### config.mk
export PLATFORM = sky130hd
export DESIGN_NAME = clz_iter_unit_flat
export DESIGN_NICKNAME = d
export VERILOG_FILES = /design/src/rtl/clz_iter_if.sv /design/src/rtl/clz_iter_unit.sv /design/src/flat_wrapper.sv
export SDC_FILE = /design/constraint.sdc
export NUM_CORES = 1
export LEC_CHECK = 0
export CORE_AREA = 2 2 106 108
export DETAILED_ROUTE_END_ITERATION = 8
export DIE_AREA = 0 0 108 110
export PLACE_DENSITY = 0.83
export SLEW_MARGIN = 25
export SYNTH_ARGS = -nofsm -noshare
export SYNTH_HDL_FRONTEND = slang
export SYNTH_SLANG_ARGS = --single-unit
### constraint.sdc
create_clock -name clk -period 8.95 [get_ports clk]
set_input_delay 2.685 -clock clk [delete_from_list [all_inputs] [get_ports clk]]
set_output_delay 2.685 -clock clk [all_outputs]
set_load 0.1 [all_outputs]
### src/rtl/clz_iter_if.sv
// Handshake bundle between the control unit (master) and the leading-zero/one counter (slave).
interface clz_iter_if #(
    parameter int WIDTH = 32,
    parameter int OUT_W = 32
);
    logic             start;
    logic             mode;
    logic [WIDTH-1:0] operand;
    logic             abort;
    logic             busy;
    logic             done;
    logic [OUT_W-1:0] result;

    modport master (
        output start, mode, operand, abort,
        input  busy, done, result
    );

    modport slave (
        input  start, mode, operand, abort,
        output busy, done, result
    );
endinterface

### src/rtl/clz_iter_unit.sv
// Multi-cycle CLZ/CLO unit: a binary search over the operand that takes one halving step per clock,
// so each clock only has to compare one slice and do one shift.
module clz_iter_unit #(
    parameter int WIDTH = 32,
    parameter int OUT_W = 32
) (
    input  logic       clk,
    input  logic       rst,
    clz_iter_if.slave  bus
);
    localparam int L  = $clog2(WIDTH);
    localparam int KW = $clog2(L) + 1;
    localparam logic [L:0] WIDTH_V = (L+1)'(WIDTH);

    localparam logic [1:0] ST_IDLE   = 2'd0;
    localparam logic [1:0] ST_SEARCH = 2'd1;
    localparam logic [1:0] ST_DONE   = 2'd2;

    logic [1:0]       state_q;
    logic [WIDTH-1:0] s_q;
    logic [L:0]       count_q;
    logic [KW-1:0]    k_q;
    logic             z_q;
    logic [OUT_W-1:0] result_q;

    logic [L:0]       step;
    logic             top_zero;
    logic [WIDTH-1:0] s_nxt;
    logic [L:0]       count_nxt;
    logic [WIDTH-1:0] scan_in;
    logic             accept;

    // NOTE: every always_comb output gets a default first, so no path can leave a latch behind.
    always_comb begin
        step      = (L+1)'(1) << k_q;
        top_zero  = ((s_q >> (WIDTH_V - step)) == '0);
        s_nxt     = s_q;
        count_nxt = count_q;
        if (top_zero) begin
            s_nxt     = s_q << step;
            count_nxt = count_q + step;
        end
    end

    // Leading ones are counted as leading zeros of the inverted operand.
    assign scan_in = bus.mode ? ~bus.operand : bus.operand;
    assign accept  = (state_q != ST_SEARCH) && bus.start;

    // NOTE: state registers use non-blocking assignments so every flop samples pre-edge values.
    always_ff @(posedge clk) begin
        if (rst) begin
            state_q  <= ST_IDLE;
            s_q      <= '0;
            count_q  <= '0;
            k_q      <= '0;
            z_q      <= 1'b0;
            result_q <= '0;
        end else begin
            case (state_q)
                ST_SEARCH: begin
                    if (bus.abort) begin
                        state_q <= ST_IDLE;
                    end else begin
                        s_q     <= s_nxt;
                        count_q <= count_nxt;
                        if (k_q == '0) begin
                            state_q  <= ST_DONE;
                            // An all-zero scan value would otherwise stop at WIDTH-1.
                            result_q <= z_q ? OUT_W'(WIDTH_V) : OUT_W'(count_nxt);
                        end else begin
                            k_q <= k_q - 1'b1;
                        end
                    end
                end
                default: begin
                    if (accept) begin
                        s_q     <= scan_in;
                        z_q     <= (scan_in == '0);
                        count_q <= '0;
                        k_q     <= KW'(L - 1);
                        state_q <= ST_SEARCH;
                    end else begin
                        state_q <= ST_IDLE;
                    end
                end
            endcase
        end
    end

    assign bus.busy   = (state_q == ST_SEARCH);
    assign bus.done   = (state_q == ST_DONE);
    assign bus.result = result_q;
endmodule
### src/flat_wrapper.sv
// flat-port wrapper written by rule: the top's interface ports become plain ports
module clz_iter_unit_flat 
#(
    parameter int WIDTH = 32,
    parameter int OUT_W = 32
)
  (clk, rst, bus_start, bus_mode, bus_operand, bus_abort, bus_busy, bus_done, bus_result);
  clz_iter_if #(.WIDTH(WIDTH), .OUT_W(OUT_W)) bus_i ();
  input  logic clk;
  input  logic rst;
  input wire logic [$bits(bus_i.start)-1:0] bus_start;
  input wire logic [$bits(bus_i.mode)-1:0] bus_mode;
  input wire logic [$bits(bus_i.operand)-1:0] bus_operand;
  input wire logic [$bits(bus_i.abort)-1:0] bus_abort;
  output wire logic [$bits(bus_i.busy)-1:0] bus_busy;
  output wire logic [$bits(bus_i.done)-1:0] bus_done;
  output wire logic [$bits(bus_i.result)-1:0] bus_result;
  assign bus_i.start = bus_start;
  assign bus_i.mode = bus_mode;
  assign bus_i.operand = bus_operand;
  assign bus_i.abort = bus_abort;
  assign bus_busy = bus_i.busy;
  assign bus_done = bus_i.done;
  assign bus_result = bus_i.result;
  clz_iter_unit #(.WIDTH(WIDTH), .OUT_W(OUT_W)) u_core (.clk(clk), .rst(rst), .bus(bus_i));
endmodule
==> results.yml <==
power_and_ir_drop:
  p_per_area_mw_per_mm2: 176
  swShare_pct: 50.4
  seq_power_share_pct: 30.8
  leakagePower_nw: 2.45
  power_frac_comb_pct: 54.5
  p_total_mw: 1.08
  clkPwrFrac_pct: 14.7
  power.switching_uw: 547
  irDropWorstVdd_uv: 106
  p_int_uw: 537
global_route:
  track_usage_pct: 31.9
  gr-total-overflow: 0
  grt_pass1_vias: 5372
  antenna_found_initial: 0
  grt_pass1_wl_um: 29400
  grt_max_degree: 61
yosys:
  postSynthCellCount: 769
  synth_edf_count: 0
  synth_cell_types: 81
  yosys.area.top_type: "dfxtp_1"
  synthFlopType: "dfxtp_1"
  synth-async-reset-ratio_pct: 0
  synth_area_mm2: 0.00576
  synth_seq_cells: 51
  synth_simple_gate_area_share_pct: 23.9
  muxShareOfSynthArea_pct: 13.4
  synth-adder-area-share_pct: 2.87
  synthTopCellsByCount: "75 x nand2_1, 73 x nor2_1, 60 x mux2i_1"
  ys.warnings.count: 0
  avgSynthCellArea_um2: 7.49
  synth_area_leaders: "dfxtp_1 18%, mux2i_1 10%, nand2_1 4.9%, nor2_1 4.8%, a21oi_1 4.3%"
  synth.yosys.seq_area_share_pct: 17.7
  synth_xor_area_share_pct: 6.69
  synth-compound-area-share_pct: 25.8
  synth_top_family_by_area: "compound AO/OA/AOI/OAI gates"
  synth_top_area_share_pct: 17.7
  synth_most_common_cell: "nand2_1"
cts:
  clkTransAtPathRegs_ns: 0.11
  clock-sinks: 51
  postCtsSetupRepairBufs: 0
  clock_latency_ns: 0.34
  cts_tree: "done"
  cts_buffers: 5
  cts_root_buffer: "clkbuf_8"
  cts_resized: 0
  htree_levels: 2
  cts.path.max_buffers: 2
  cts_hold_buf: 0
floorplan:
  ios: 71
  dieWidth_um: 108
  core_area_mm2: 0.0107
  die_h_um: 110
  rows: 38
  die_area_mm2: 0.0119
  start_util_pct: 53.8
timing:
  layout_min_cycle_time_ns: 5.93
  drv_slew: 0
  timing.final.crit_share_pct: 66.2
  max_slew_margin_pct: 31.1
  rsz0062_at_grt: "no"
  final.setup_skew_ns: 0.0123
  setup-tns-final_ns: 0
  setup_viol: 0
  hold_viol_final: 0
  worst_pin_slew_ns: 1.03
  fmax_mhz: 169
flow_run:
  max_cap_viol_count: 0
placement:
  portBuffers: 44
  gp_routability_congestion: 0.981
  hpwl_um: 14100
worst_setup_path:
  r2r-start: "u_core.k_q[0]"
  crit_slowest_cell: "ha_1"
  r2r_cells: 13
  worstSetupPathType: "reg -> reg"
  cp.arrival_ns: 6.13
  rr_endpoint: "u_core.s_q[9]"
  slowest_delay_ns: 0.98
  end_kind: "flip-flop"
  critPathRequiredTime_ns: 9.16
  rrSetupSlack_ns: 3.02
  critPathLaunchType: "flip-flop"
  cp_max_fo: 35
  crit_path_cell_trace: "inv_1 > ha_1 > or3b_2 > ha_1 > inv_1 > o41ai_1 > o21ai_0 > nor4_1 > a21oi_1 > a22o_1 > a21o_1 > a221oi_1 > nor3_1"
  critical_path_buf_inv_count: 2
  cp_top_family: "compound AO/OA/AOI/OAI gates"
final_layout:
  fin_util_pct: 57.4
  finish.net_count: 809
  drive_above_1_share_pct: 5.64
  fillerInstances: 1007
  n_antenna_cell: 0
  syn_to_final_growth_pct: 6.67
  regArea_mm2: 0.00102
  multi_input_area_mm2: 0.00428
hold_path:
  hold_path_class: "reg -> reg"
  worstHoldEndpoint: "u_core.bus.result[3]"
  hold_start: "u_core.bus.result[3]"
  min_path_cells: 2
detailed_routing:
  ant_nets: 0
  vias: 6006
  routed_wl_um: 19000
  avgRoutedWirePerCell_um: 21.1
  dr.pass1.iters: 7
  avgViaCountPerCell: 6.66
  drc: 0
  dr.first_iter.drc_count: 664
outcome:
  status: "complete, no violations"
[power groups by stage]
stage	combinational [mW]	sequential (mW)	clock, mW
after floorplan	0.471	0.295	0
after global placement	0.558	0.333	0
after detailed placement	0.573	0.333	0
after CTS	0.575	0.328	0.159
after global routing	0.637	0.334	0.167
final	0.591	0.334	0.159
[tightest hold or removal path: stages, from the launching register on]
cell	delay [ns]
dfxtp_1	0.34
nand2_1	0.05
o21ai_0	0.05
[sequential cells by signal (all words and copies together) (netlist names)]
| name | cells |
|---|---|
| u_core.state_q | 2 |
| u_core.z_q | 1 |
| u_core.s_q | 32 |
| u_core.k_q | 4 |
| u_core.count_q | 6 |
| u_core.bus.result | 6 |
[per-stage QoR]
stage          instances  area, um2  hold slack, ns  setup WS, ns
2_1_floorplan        794       5850           0.449          4.58
4_1_cts              902       6140           0.473          3.12
5_1_grt              902       6140           0.510          2.53
3_5_place_dp         894       6040           0.447          3.20
3_3_place_gp         893       6010           0.433          3.11
6_report             902       6140           0.472          3.02
[layout by cell type (no fill, tap or decap), types with 4 or more instances in the layout]
| cell type | instances |
|---|---|
| nand2_1 | 75 |
| nor2_1 | 73 |
| mux2i_1 | 60 |
| dfxtp_1 | 51 |
| a21oi_1 | 49 |
| clkdlybuf4s50_1 | 43 |
| o21ai_0 | 33 |
| conb_1 | 26 |
| nor3_1 | 25 |
| a211oi_1 | 24 |
| xnor2_1 | 23 |
| xor2_1 | 21 |
| nand3_1 | 17 |
| o22ai_1 | 17 |
| nor4_1 | 11 |
| nor4bb_1 | 10 |
| or4_1 | 10 |
| a32oi_1 | 10 |
| ha_1 | 10 |
| inv_1 | 9 |
| nand4_1 | 8 |
| and3_1 | 7 |
| buf_4 | 7 |
| a2111oi_0 | 6 |
| or3_1 | 6 |
| a31oi_1 | 6 |
| a221oi_1 | 6 |
| a22oi_1 | 6 |
| nor2b_1 | 5 |
| mux2_2 | 5 |
| mux4_2 | 5 |
| o32ai_1 | 5 |
| a21o_1 | 5 |
| clkbuf_8 | 5 |
| or3b_2 | 4 |
| nand3b_1 | 4 |
| and2_1 | 4 |
[worst max path at each step]
| stage | start | end | cells past startpoint |
|---|---|---|---|
| 3_3_place_gp | u_core.k_q[0] | u_core.s_q[16] | 13 |
| 6_report | u_core.k_q[0] | u_core.s_q[9] | 13 |
| 4_1_cts | u_core.state_q[1] | bus_busy | 3 |
| 3_5_place_dp | u_core.k_q[0] | u_core.s_q[9] | 13 |
| 5_1_grt | u_core.k_q[0] | u_core.s_q[9] | 13 |
| 2_1_floorplan | u_core.k_q[0] | u_core.s_q[22] | 18 |
[cell families (layout without fill, tap and decap cells)]
| kind of cell | count (synthesis) | in the layout |
|---|---|---|
| simple gates | 273 | 273 |
| fa+ha+maj | 13 | 13 |
| other cells | 1 | 26 |
| mux | 70 | 70 |
| compound gates | 213 | 213 |
| xor+xnor | 44 | 44 |
| buf+inv | 104 | 72 |
| flops | 51 | 51 |
[final cells by class]
class / instances / area share (%)
clock inverter: 3 / 0.550
clock buffer: 5 / 1.12
tap: 140 / 2.85
timing repair buffer: 52 / 8.39
inverter: 12 / 0.774
sequential: 51 / 16.6
multi-input combinational: 639 / 69.7
[routing by layer]
layer,vias to the layer above,GRT usage (%),wire length [um]
met2,364,50.0,8470
met3,41,4.17,1780
met1,2783,45.6,8290
met4,0,9.89,478
met5,-,0,0
li1,2818,-,-
Power figures use the tool's default switching activity.
